$ cat config.mk
export PLATFORM = sky130hd
export DESIGN_NAME = main_fsm
export DESIGN_NICKNAME = d
export VERILOG_FILES = /design/src/rtl/main_fsm_pkg.sv /design/src/rtl/main_step_counter.sv /design/src/rtl/main_fsm.sv
export SDC_FILE = /design/constraint.sdc
export NUM_CORES = 1
export LEC_CHECK = 0
export CAP_MARGIN = 5
export CORE_MARGIN = 2
export CORE_UTILIZATION = 35
export DETAILED_ROUTE_END_ITERATION = 8
export PLACE_DENSITY = 0.69
export SYNTH_ARGS = -nofsm -noshare
export SYNTH_HDL_FRONTEND = slang
export SYNTH_HIERARCHICAL = 1
export SYNTH_SLANG_ARGS = --single-unit
$ cat constraint.sdc
create_clock -name clk_p -period 3.2 [get_ports clk_p]
set_clock_uncertainty 0.15 [all_clocks]
set_input_delay 0.64 -clock clk_p [delete_from_list [all_inputs] [get_ports clk_p]]
set_output_delay 0.64 -clock clk_p [all_outputs]
set_load 0.005 [all_outputs]
$ cat src/rtl/main_fsm_pkg.sv
// Shared types and constants for the start/ready sequencer.
//   state_e      : sequencer state, 2-bit encoding (2'b11 unused, recovers to StIdle)
//   OUT_W        : width of the count output
//   LAST_DEFAULT : default terminal count
package main_fsm_pkg;

    typedef enum logic [1:0] {
        StIdle = 2'b00,
        StRun  = 2'b01,
        StDone = 2'b10
    } state_e;

    localparam int unsigned OUT_W        = 5;
    localparam int unsigned LAST_DEFAULT = 31;

endpackage

$ cat src/rtl/main_step_counter.sv
// OUT_W-bit up-counter with synchronous clear and enable.
//   clk_i  : clock, rising edge
//   clr_i  : synchronous clear to zero (wins over en_i)
//   en_i   : increment by one on the next edge
//   cnt_o  : registered count
//   last_o : high when the next increment lands on Last
module main_step_counter
    import main_fsm_pkg::*;
#(
    parameter int unsigned Last = LAST_DEFAULT
) (
    input  logic             clk_i,
    input  logic             clr_i,
    input  logic             en_i,
    output logic [OUT_W-1:0] cnt_o,
    output logic             last_o
);

    localparam logic [OUT_W-1:0] LastW = OUT_W'(Last);

    logic [OUT_W-1:0] cnt_q;
    logic [OUT_W-1:0] cnt_d;
    logic [OUT_W-1:0] cnt_inc;

    always_comb begin
        cnt_inc = cnt_q + OUT_W'(1);
        cnt_d   = cnt_q;
        if (clr_i) begin
            cnt_d = '0;
        end else if (en_i) begin
            cnt_d = cnt_inc;
        end
    end

    always_ff @(posedge clk_i) begin
        cnt_q <= cnt_d;
    end

    assign cnt_o  = cnt_q;
    assign last_o = (cnt_inc == LastW);

endmodule

$ cat src/rtl/main_fsm.sv
// Start/ready sequencer. On a start request the count runs 0..LAST, one step per clock,
// then ready is raised and the final value is held until start drops.
//   clk_p : clock, all state updates on rising edge
//   reset : synchronous, active-low
//   start : level start request, only looked at in idle and done
//   out   : registered count value
//   ready : registered done flag, high only in the done state
module main_fsm
    import main_fsm_pkg::*;
#(
    parameter int unsigned LAST = LAST_DEFAULT
) (
    input  logic             clk_p,
    input  logic             reset,
    input  logic             start,
    output logic [OUT_W-1:0] out,
    output logic             ready
);

    state_e state_q;
    state_e state_d;
    logic   ready_q;
    logic   ready_d;
    logic   cnt_clr;
    logic   cnt_en;
    logic   cnt_last;

    always_comb begin
        state_d = state_q;
        ready_d = ready_q;
        cnt_clr = 1'b0;
        cnt_en  = 1'b0;
        case (state_q)
            StIdle: begin
                if (start) begin
                    state_d = StRun;
                    ready_d = 1'b0;
                    cnt_clr = 1'b1;
                end
            end
            StRun: begin
                cnt_en = 1'b1;
                if (cnt_last) begin
                    state_d = StDone;
                    ready_d = 1'b1;
                end
            end
            StDone: begin
                ready_d = 1'b1;
                // A held-high start keeps us here; it must drop before a new run.
                if (!start) begin
                    state_d = StIdle;
                    ready_d = 1'b0;
                end
            end
            default: begin
                state_d = StIdle;
                ready_d = 1'b0;
                cnt_clr = 1'b1;
            end
        endcase
    end

    always_ff @(posedge clk_p) begin
        if (!reset) begin
            state_q <= StIdle;
            ready_q <= 1'b0;
        end else begin
            state_q <= state_d;
            ready_q <= ready_d;
        end
    end

    main_step_counter #(
        .Last (LAST)
    ) u_counter (
        .clk_i  (clk_p),
        .clr_i  (cnt_clr | ~reset),
        .en_i   (cnt_en),
        .cnt_o  (out),
        .last_o (cnt_last)
    );

    assign ready = ready_q;

endmodule

Word level (Yosys, flattened, before mapping)

Index checks and enable logic that the tools add are counted.
Widths: inputs -> output; s select.

$add $sub $neg: 1
Multipliers: 0
Div/mod/pow operators: 0
Magnitude comparators: 0
Eq/ne operators: 6
Shifts and indexed selects: 0
Multiplexer cells: 10
Bitwise operators: 2
Reductions and logical operators: 4

Operators by type and width:

| kind                | count |
|---|---|
| $mux 2              | 3 |
| $ne 2x2->1 const B  | 3 |
| $pmux 2 s3          | 1 |
| $add 5x1->5 const B | 1 |
| $eq 5x5->1 const B  | 1 |
| $mux 1              | 4 |
| $pmux 1 s3          | 1 |
| $reduce_and 3->1    | 1 |
| $eq 2x1->1 const B  | 1 |
| $eq 2x2->1 const B  | 1 |
| $logic_not 2->1     | 1 |
| $pmux 1 s2          | 1 |
| $reduce_and 2->1    | 1 |
| $reduce_or 2->1     | 1 |
| $not 1->1           | 1 |
| $or 1x1->1          | 1 |

Register bits: 8
Latch bits: 0
Bits in writable memories: 0
ROM bits: 0
Output and inout port bits: 6
Word-level logic and storage cells: 26
Memories kept: 0

Logic depth before layout (Yosys ltp)

Gate-level depths: netlist of run 1.

Depth after elaboration: 4
Depth in mapped cells: 7
Mapped depth without buffers: 7

Cells and area by module

Netlist of run 1, hierarchy kept.

By module, submodules not included:

| module            | instances | cells each | area each (sq um) |
|---|---|---|---|
| main_step_counter | 1         | 27         | 245.2 |
| main_fsm          | 1         | 24         | 214.0 |

Worst setup path before layout of run 1

Ideal clock, no wire load.

Path kind: reg2reg
Start: reg u_counter.cnt_q[0] (netlist: u_counter/cnt_o[0])
End: reg ready_q (netlist: ready)
Setup time: 0.070 ns
Data arrival time: 1.569 ns
Required time: 2.980 ns
Setup slack: 1.411 ns
Cell stages (with the launch flop): 7
Path buffers: 0
Period minus slack after synthesis: 1.789 ns
Cells stage by stage: dfxtp_1 ha_1 nand4b_1 o21ai_0 nor2b_1 or4b_1 a21boi_1

Cells in the longest elaborated chain, start to end: 4

RTL lines:

| element                           | line                    | RTL |
|---|---|---|
| start, declared                   | main_step_counter.sv:21 | `logic [OUT_W-1:0] cnt_q;` |
| start signal, assigned            | main_step_counter.sv:36 | `cnt_q <= cnt_d;` |
| $add 5x1->5                       | main_step_counter.sv:26 | `cnt_inc = cnt_q + OUT_W'(1);` |
| $eq 5x5->1                        | main_step_counter.sv:40 | `assign last_o = (cnt_inc == LastW);` |
| named net cnt_last                | main_fsm.sv:26          | `logic cnt_last;` |
| $ne 2x2->1 (no source line)       | -                       |  |
| $reduce_and 2->1 (no source line) | -                       |  |
| end signal, assigned              | main_fsm.sv:70          | `ready_q <= ready_d;` |
| end, declared                     | main_fsm.sv:22          | `logic ready_q;` |

The timed path passes the listed nets, and every way through them passes these cells.
A chain may end at the register's enable or synchronous reset.

Worst setup path in the final report of run 1

Start: reg u_counter.cnt_q[2] (netlist: u_counter/cnt_o[2])
End: out out[2]

RTL lines:

| element       | line           | RTL |
|---|---|---|
| end, declared | main_fsm.sv:16 | `output logic [OUT_W-1:0] out,` |

No word-level cell between the ends.

==> results.json, run 1 <==
{
  "worst_ep_arrival_time_ns": 1.25,
  "finalHoldViolCount": 0,
  "yosysSeqAreaShare_pct": 34.9,
  "synth_simple_gate_area_share_pct": 23.2,
  "max_clock_freq_ghz": 0.491,
  "minimum_setup_slack_in_the_final_design_ns": 1.16,
  "worstSetupStartpointType": "flop",
  "dpl_worst_slack_ns": 1.06,
  "synth_mux_area_share_pct": 4.36,
  "slew_headroom_pct": 63.3,
  "drt_iter0_markers": 13,
  "maximum_vdd_drop_v": 0.000204,
  "grt_pass1_vias": 355,
  "syn_area_per_cell_um2": 9.00,
  "final_weighted_congestion_in_routability_driven_placement": 0.734,
  "synth_compound_gate_area_share_pct": 9.26,
  "routed_via_density": 4.81,
  "post_cts_sizing": 0,
  "powerDensity_mw_per_mm2": 595,
  "mappedNetlistNets": 60,
  "hp-class": "flop to flop",
  "timing.max_cap.violations": 0,
  "post_cts.repair.setup_buffers": 0,
  "clock_tree_root_buffer_cell": "sky130_fd_sc_hd__clkbuf_4",
  "setup_total_negative_slack_ns": 0,
  "floorplan.rows": 13,
  "clock-sinks": 8,
  "io_buffer_count": 8,
  "number_of_setup_violations_in_the_final_report": 0,
  "synth_top_family_by_area": "simple AND/OR/NAND/NOR gates",
  "post-route-period-util_pct": 63.6,
  "minimum_clock_period_after_layout_ns": 2.04,
  "ys.warnings.count": 6,
  "firstDrtPassIters": 4,
  "slowest_cell_on_the_critical_path": "sky130_fd_sc_hd__clkdlybuf4s50_1",
  "path_delay_family": "buffers and inverters",
  "cp-end-kind": "output port",
  "worstPathBufferInverterCount": 1,
  "yosys.area_share.xor_xnor_pct": 9.54,
  "grt_start_max_net_pins": 8,
  "antenna_cell_count": 0,
  "cts_made_buffers": 3,
  "grt.total_usage_pct": 15.6,
  "core_area_mm2": 0.00127,
  "place_area_um2": 558,
  "clk_pin_slew_worst_paths_ns": 0.05,
  "post_route_cell_area_um2": 581,
  "tritoncts_clock_tree": "yes",
  "cts_buffer_depth": 2,
  "htreeDepth": 1,
  "crit_type": "flop to output port",
  "finish.net_count": 73,
  "grt_pass1_wl_mm": 1.50,
  "worst_skew_late_latency_ns": 0.26,
  "dr_total_vias": 370,
  "half_perimeter_wire_length_of_the_detailed_placement_result_um": 685,
  "fill_cells": 133,
  "ys_seq_elements": 8,
  "gr-total-overflow": 0,
  "outcome": "finished clean",
  "worstPathRequired_ns": 2.41,
  "wirelength_um": 921,
  "post_synth_num_cell_types": 17,
  "syn-instance-count": 51,
  "die_height_um": 40.2,
  "area_growth_syn_to_layout_pct": 26.4,
  "timing.critical_path.slowest_cell_delay_ns": 0.55,
  "multi_input_comb_area_um2": 288,
  "drive_above_1_share_pct": 6.45,
  "wire_per_inst_um": 12.0,
  "postCtsHoldBufs": 0,
  "die_area_mm2": 0.00162,
  "synth_adder_area_share_pct": 16.3,
  "ports_placed_on_the_boundary": 9,
  "critPathMaxFanout": 6,
  "cp_cell_sequence": "clkdlybuf4s50_1",
  "synthesis.area_um2": 459,
  "seqCellArea_um2": 160,
  "totalPowerFinal_mw": 0.346,
  "die_width_um": 40.2,
  "static-leakage-power_nw": 0.221,
  "rsz0062_at_grt": "false",
  "tightestPinTransition_ns": 0.544,
  "initial_core_util_pct": 36.2,
  "ant_nets": 0,
  "antenna_found_initial": 0,
  "drv_slew": 0,
  "remaining_drc_errors": 0
}
==> cells in the mapped netlist <==
library cell | instances | area share, %
sky130_fd_sc_hd__xnor2_1 | 1 | 1.9
sky130_fd_sc_hd__nand4_1 | 3 | 4.1
sky130_fd_sc_hd__inv_1 | 3 | 2.5
sky130_fd_sc_hd__a21oi_1 | 1 | 1.1
sky130_fd_sc_hd__nand2_1 | 6 | 4.9
sky130_fd_sc_hd__or4b_1 | 1 | 2.2
sky130_fd_sc_hd__and2b_2 | 1 | 1.9
sky130_fd_sc_hd__dfxtp_1 | 8 | 35
sky130_fd_sc_hd__a211oi_1 | 2 | 3.3
sky130_fd_sc_hd__ha_1 | 6 | 16
sky130_fd_sc_hd__nand4b_1 | 1 | 1.9
sky130_fd_sc_hd__mux2i_1 | 2 | 4.4
sky130_fd_sc_hd__o21ai_0 | 3 | 3.3
sky130_fd_sc_hd__a21boi_1 | 1 | 1.6
sky130_fd_sc_hd__nor2_1 | 5 | 4.1
sky130_fd_sc_hd__nor2b_1 | 3 | 4.1
sky130_fd_sc_hd__xor2_1 | 4 | 7.6
==> layout make-up <==
| class | count | share of cell area, % |
|---|---|---|
| Multi-Input combinational cell | 40 | 49.6 |
| Inverter | 3 | 1.94 |
| Sequential cell | 8 | 27.6 |
| Clock buffer | 3 | 3.88 |
| Tap cell | 15 | 3.23 |
| Timing Repair Buffer | 8 | 13.8 |
==> power breakdown <==
group | leakage, nW | switching [mW] | total [mW] | internal [mW]
combinational | 0.142 | 0.0674 | 0.134 | 0.0667
sequential | 0.0649 | 0.0180 | 0.134 | 0.116
clock | 0.0138 | 0.0349 | 0.0778 | 0.0429
total | 0.221 | 0.120 | 0.346 | 0.225
==> routing by layer <==
layer	GRT usage, %	vias to the layer above	part of all wire (%)
met5	0	-	0
met4	15.0	0	4.5
met3	6.67	5	5.0
met2	23.0	9	43
met1	16.2	158	47
li1	-	198	-
==> cell usage in the layout (no fill, tap or decap), types with 2 or more instances in the layout <==
master                            count
sky130_fd_sc_hd__clkbuf_4             3
sky130_fd_sc_hd__dfxtp_1              8
sky130_fd_sc_hd__nand2_1              6
sky130_fd_sc_hd__o21ai_0              3
sky130_fd_sc_hd__clkdlybuf4s50_1      8
sky130_fd_sc_hd__nor2_1               5
sky130_fd_sc_hd__nor2b_1              3
sky130_fd_sc_hd__a211oi_1             2
sky130_fd_sc_hd__mux2i_1              2
sky130_fd_sc_hd__ha_1                 6
sky130_fd_sc_hd__xor2_1               4
sky130_fd_sc_hd__nand4_1              3
sky130_fd_sc_hd__inv_1                3
==> final timing paths <==
| path | slack, ns | to | depth (start not counted) | startpoint |
|---|---|---|---|---|
| worst max-delay path | 1.16 | out[2] | 1 | u_counter/cnt_o[2] |
| worst min-delay path | 0.33 | ready | 2 | ready |
| worst max register to register | 1.26 | state_q[0] | 6 | u_counter/cnt_o[0] |
| worst min register to register | 0.33 | ready | 2 | ready |
==> registers in the layout, indices dropped and copies added (netlist names) <==
register	flops
ready	1
state_q	2
u_counter/cnt_o	5
==> per-stage QoR <==
step | hold WS, ns | utilization, % | cells
floorplan | 0.301 | - | 51
global placement | 0.316 | 44.0 | 74
detailed placement | 0.331 | 44.0 | 74
CTS | 0.338 | 45.8 | 77
global route | 0.351 | 45.8 | 77
finish | 0.330 | 45.8 | 77
==> cell families (layout without fill, tap and decap cells) <==
kind of cell | count (synthesis) | in the layout
simple gates | 20 | 20
flops | 8 | 8
compound gates | 7 | 7
fa+ha+maj | 6 | 6
xor+xnor | 5 | 5
buf+inv | 3 | 14
mux | 2 | 2
Power figures use the tool's default switching activity.
==> inputs of run 2 (changes only) <==
Settings changed: PLACE_DENSITY 0.69 to 0.71.
Clock period 3.2 ns to 1.76 ns, I/O delays scaled along.
==> run 2 against run 1 <==
Register-to-register slack got worse by 1.2 ns. Core utilization grew 7.8 points. Power is 100% higher. Via count up 12%. Critical path type unchanged.
==> results.json, run 2 (same netlist as run 1, synthesis figures left out) <==
{
  "outcome": "finished clean",
  "core_area_mm2": 0.00127,
  "drv_slew": 0,
  "remaining_drc_errors": 0,
  "dpl_worst_slack_ns": -0.0413,
  "timing.critical_path.slowest_cell_delay_ns": 0.50,
  "final_weighted_congestion_in_routability_driven_placement": 0.721,
  "io_buffer_count": 8,
  "tightestPinTransition_ns": 0.279,
  "worst_ep_arrival_time_ns": 1.23,
  "worstSetupStartpointType": "flop",
  "tritoncts_clock_tree": "yes",
  "cp-end-kind": "output port",
  "maximum_vdd_drop_v": 0.000503,
  "powerDensity_mw_per_mm2": 1040,
  "worstPathRequired_ns": 1.26,
  "post_layout_nonfiller_instances": 85,
  "wirelength_mm": 1.04,
  "number_of_setup_violations_in_the_final_report": 0,
  "largest_reg_flops": 5,
  "rsz0062_at_grt": "true",
  "antenna_found_initial": 0,
  "die_area_mm2": 0.00162,
  "worst_skew_late_latency_ns": 0.26,
  "grt_pass1_wl_mm": 1.39,
  "initial_core_util_pct": 36.2,
  "routed_via_density": 4.88,
  "ports_placed_on_the_boundary": 9,
  "area_growth_syn_to_layout_pct": 48.0,
  "swShare_pct": 34.8,
  "power_switching_mw": 0.245,
  "htreeDepth": 1,
  "antenna_cell_count": 0,
  "gr-total-overflow": 0,
  "minimum_setup_slack_in_the_final_design_ns": 0.0276,
  "commonest_non_fill_non_tap_cells_in_the_layout": "sky130_fd_sc_hd__buf_4 (8), sky130_fd_sc_hd__nand2_1 (6), sky130_fd_sc_hd__clkdlybuf4s50_1 (6)",
  "timing.max_cap.violations": 0,
  "static-leakage-power_nw": 0.298,
  "p_int_mw": 0.459,
  "drt_iter0_markers": 9,
  "max_clock_freq_ghz": 0.577,
  "dr_total_vias": 415,
  "cts_buffer_depth": 2,
  "drive_above_1_share_pct": 30.0,
  "critPathMaxFanout": 4,
  "fill_cells": 116,
  "cp_cell_sequence": "buf_4, clkdlybuf4s50_1",
  "ant_nets": 0,
  "slowest_cell_on_the_critical_path": "sky130_fd_sc_hd__clkdlybuf4s50_1",
  "sequentialPowerShare_pct": 35.1,
  "clock_tree_root_buffer_cell": "sky130_fd_sc_hd__clkbuf_4",
  "finalHoldViolCount": 0,
  "half_perimeter_wire_length_of_the_detailed_placement_result_um": 696,
  "power.clock.fraction_pct": 20.8,
  "crit_type": "flop to output port",
  "finish.net_count": 81,
  "setup_total_negative_slack_ns": 0,
  "die_height_um": 40.2,
  "share_comb_of_total_power_pct": 44.1,
  "grt.total_usage_pct": 13.4,
  "layout_commonest_cell": "sky130_fd_sc_hd__buf_4",
  "clk_pin_slew_worst_paths_ns": 0.06,
  "die_width_um": 40.2,
  "path_delay_family": "buffers and inverters",
  "firstDrtPassIters": 4,
  "worstPathBufferInverterCount": 2,
  "grt_pass1_vias": 377,
  "floorplan.rows": 13,
  "minimum_clock_period_after_layout_ns": 1.73,
  "post-route-period-util_pct": 98.4,
  "hp-class": "flop to flop",
  "clock-sinks": 8,
  "cts_made_buffers": 3,
  "grt_start_max_net_pins": 8,
  "placedCellCount": 82,
  "slew_headroom_pct": 81.4,
  "wire_per_inst_um": 12.2
}
==> run 2: power groups by stage <==
stage / registers [mW] / clock network (mW) / logic [mW]
after floorplan: 0.241 / 0 / 0.175
after global placement: 0.239 / 0 / 0.290
after detailed placement: 0.240 / 0 / 0.295
after CTS: 0.238 / 0.151 / 0.300
after global routing: 0.253 / 0.157 / 0.345
final: 0.247 / 0.146 / 0.311
==> run 2: metrics by stage <==
| stage | power (mW) | hold WS [ns] | instance area, µm² | utilization (%) |
|---|---|---|---|---|
| after global routing | 0.755 | 0.349 | 679 | 53.6 |
| after detailed placement | 0.535 | 0.324 | 621 | 48.9 |
| after CTS | 0.689 | 0.332 | 648 | 51.1 |
| final | 0.704 | 0.332 | 679 | 53.6 |
| after floorplan | 0.417 | 0.301 | 462 | - |
| after global placement | 0.529 | 0.317 | 621 | 48.9 |
==> run 2: layout make-up <==
cell class	count	area, µm²	share of cell area, %
Multi-Input combinational cell	40	310	45.7
Sequential cell	8	171	25.2
Timing Repair Buffer	16	145	21.4
Clock buffer	3	22.5	3.31
Tap cell	15	18.8	2.76
Inverter	3	11.3	1.66
==> run 2: routing by layer <==
layer,share of wire (%),up-vias,track usage [%]
li1,-,214,-
met1,45,192,15.4
met2,51,7,21.4
met3,1.2,2,3.33
met4,1.8,0,10.0
met5,0,-,0
==> run 2: worst reg2reg max path: cells and delay by family (launching register included) <==
kind,cells,cell delay (ns)
and+or+nand+nor,3,0.69
adders and majority gates,1,0.16
AOI/OAI and AO/OA,2,0.29
DFF,1,0.36
==> run 2: timing repair <==
| action | 4_1_cts | 5_1_grt |
|---|---|---|
| buffers inserted | 0 | 0 |
| hold buffers | 0 | 0 |
| pin swaps | 0 | 3 |
| gates resized for setup | 5 | 9 |
| setup endpoints to repair | 5 | 5 |
==> run 2: final timing paths <==
check                           depth (start not counted)          startpoint     end  slack, ns
worst max-delay path                                    2  u_counter/cnt_o[2]  out[2]       0.03
worst min-delay path                                    2               ready   ready       0.33
worst max register to register                          6  u_counter/cnt_o[1]   ready       0.05
worst min register to register                          2               ready   ready       0.33
==> inputs of run 3 (changes only) <==
Settings changed: CORE_AREA set to 2 2 39 41, CORE_MARGIN 2 to unset, CORE_UTILIZATION 35 to unset, DIE_AREA set to 0 0 41 43, PLACE_DENSITY 0.71 to 0.7, TNS_END_PERCENT set to 1.
==> run 3 against run 2 <==
Final area shrank 1.8%. Highest routed layer unchanged. Largest cell class unchanged. Register-to-register slack got worse by 0.05 ns. Largest power group unchanged. Maximum frequency decreased by 1.5%. Sequential cell count did not move. Worst setup slack worse by 0.026 ns.
==> results.json, run 3 (same netlist as run 1, synthesis figures left out) <==
{
  "area_growth_syn_to_layout_pct": 45.2,
  "path_depth": 6,
  "drive_above_1_share_pct": 28.2,
  "firstDrtPassIters": 4,
  "ant_nets": 0,
  "drv_slew": 0,
  "die_area_mm2": 0.00176,
  "post_route_cell_area_um2": 667,
  "antenna_found_initial": 0,
  "post_cts.repair.setup_buffers": 0,
  "clock-sinks": 8,
  "commonest_non_fill_non_tap_cells_in_the_layout": "sky130_fd_sc_hd__buf_4 (9), sky130_fd_sc_hd__clkdlybuf4s50_1 (8), sky130_fd_sc_hd__nand2_1 (6)",
  "wire_per_inst_um": 10.9,
  "dr_total_vias": 415,
  "ff2ff_setup_slack_ns": 0.002,
  "maximum_vdd_drop_v": 0.000409,
  "largest_reg_flops": 5,
  "placedCellCount": 84,
  "final_weighted_congestion_in_routability_driven_placement": 0.687,
  "cts_made_buffers": 3,
  "die_height_um": 43,
  "crit_path_end": "ready",
  "slew_headroom_pct": 81.2,
  "remaining_drc_errors": 0,
  "grt_use_met3_pct": 6.28,
  "wirelength_um": 949,
  "powerDensity_mw_per_mm2": 1060,
  "hp-class": "flop to flop",
  "met1_usage_pct": 18.2,
  "clock_tree_root_buffer_cell": "sky130_fd_sc_hd__clkbuf_4",
  "crit-reg2reg-launch": "u_counter/cnt_o[1]",
  "drt_iter0_markers": 5,
  "timing.critical_path.slowest_cell_delay_ns": 0.50,
  "htreeDepth": 1,
  "antenna_cell_count": 0,
  "clk_pin_slew_worst_paths_ns": 0.05,
  "cp-end-kind": "flop",
  "grt_busiest_layer": "met1",
  "half_perimeter_wire_length_of_the_detailed_placement_result_um": 698,
  "gr-total-overflow": 0,
  "share_comb_of_total_power_pct": 46.0,
  "grt_pass1_vias": 361,
  "groute.layer.met2.usage_pct": 18.1,
  "routed_via_density": 4.77,
  "max_clock_freq_ghz": 0.569,
  "io_buffer_count": 8,
  "path_delay_family": "simple AND/OR/NAND/NOR gates",
  "timing.max_cap.violations": 0,
  "power_switching_mw": 0.237,
  "crit_type": "flop to flop",
  "r2r.worst_path.cells": 6,
  "post_layout_nonfiller_instances": 87,
  "worstSetupStartpointType": "flop",
  "grt.total_usage_pct": 14.2,
  "critPathMaxFanout": 5,
  "postCtsHoldBufs": 0,
  "hold_path.startpoint": "ready",
  "rsz0062_at_grt": "true",
  "tritoncts_clock_tree": "yes",
  "initial_core_util_pct": 33.2,
  "slowest_cell_on_the_critical_path": "sky130_fd_sc_hd__or4b_1",
  "cp_cell_sequence": "ha_2, nand4b_1, o21ai_1, nor2b_1, or4b_1, a21boi_1",
  "core_area_mm2": 0.00138,
  "place_area_um2": 629,
  "p_int_mw": 0.472,
  "worstPathBufferInverterCount": 0,
  "grt_start_max_net_pins": 8,
  "finish.net_count": 82,
  "number_of_setup_violations_in_the_final_report": 0,
  "cts_buffer_depth": 2,
  "postLayoutCoreUtil_pct": 48.2,
  "timing.hold.ws_ns": 0.323,
  "outcome": "finished clean",
  "finalHoldViolCount": 0,
  "floorplan.rows": 14,
  "totalPowerFinal_mw": 0.709,
  "layout_commonest_cell": "sky130_fd_sc_hd__buf_4",
  "worst_ep_arrival_time_ns": 1.80,
  "worstPathRequired_ns": 1.80,
  "power.clock.fraction_pct": 19.9,
  "static-leakage-power_nw": 0.266,
  "minimum_clock_period_after_layout_ns": 1.76,
  "tightestPinTransition_ns": 0.281,
  "ports_placed_on_the_boundary": 9,
  "crit-reg2reg-capture": "ready",
  "post-route-period-util_pct": 99.9,
  "grt_pass1_wl_mm": 1.61,
  "cp-startpoint": "u_counter/cnt_o[1]",
  "sequentialPowerShare_pct": 34.2,
  "die_width_um": 41,
  "swShare_pct": 33.5,
  "worst_skew_late_latency_ns": 0.25
}
run 3: changes by cell type in the layout (fill, tap and decap cells not counted), sizes merged:
| cell | change |
|---|---|
| buf | +1 |
| clkdlybuf4s50 | +2 |
| dlymetal6s2s | -2 |
run 3: cell type report:
type	count	area (µm²)
fill	129	717
multi-input combinational	40	298
sequential	8	168
timing repair buffer	17	148
clock buffer	3	22.5
tap	16	20.0
inverter	3	11.3
run 3: repair_timing:
item | 4_1_cts | 5_1_grt
gates resized for setup | 5 | 3
cloned | 0 | 0
pin swaps | 0 | 2
setup endpoints to repair | 6 | 6
run 3: per-layer routing:
metal / wire, µm / vias up
li1: - / 214
met1: 448 / 189
met2: 432 / 7
met3: 36 / 5
met4: 32 / 0
met5: 0 / -
run 3: worst min path at each step:
| stage | cells after the start | endpoint |
|---|---|---|
| 5_1_grt | 2 | ready |
| 4_1_cts | 2 | ready |
| 2_1_floorplan | 2 | state_q[1] |
| 3_5_place_dp | 2 | ready |
| 3_3_place_gp | 2 | state_q[1] |
| 6_report | 2 | ready |
run 3: metrics by stage:
stage / TNS (ns) / worst slack (ns)
3_5_place_dp: -0.192 / -0.0661
2_1_floorplan: 0 / 0.00655
3_3_place_gp: -0.170 / -0.0676
4_1_cts: -0.0154 / -0.0154
6_report: 0 / 0.00158
5_1_grt: -0.466 / -0.120
run 3: power by group through the flow:
stage / Sequential (mW) / Combinational [mW] / Clock (mW)
after floorplan: 0.241 / 0.175 / 0
after detailed placement: 0.243 / 0.314 / 0
after CTS: 0.241 / 0.323 / 0.151
final: 0.242 / 0.326 / 0.141
after global placement: 0.241 / 0.307 / 0
after global routing: 0.248 / 0.365 / 0.161
run 3: worst min-delay path: cells and delay by family (launching register included):
kind,cells,cell delay [ns]
AO/OA/AOI/OAI,2,0.12
flip-flops,1,0.30
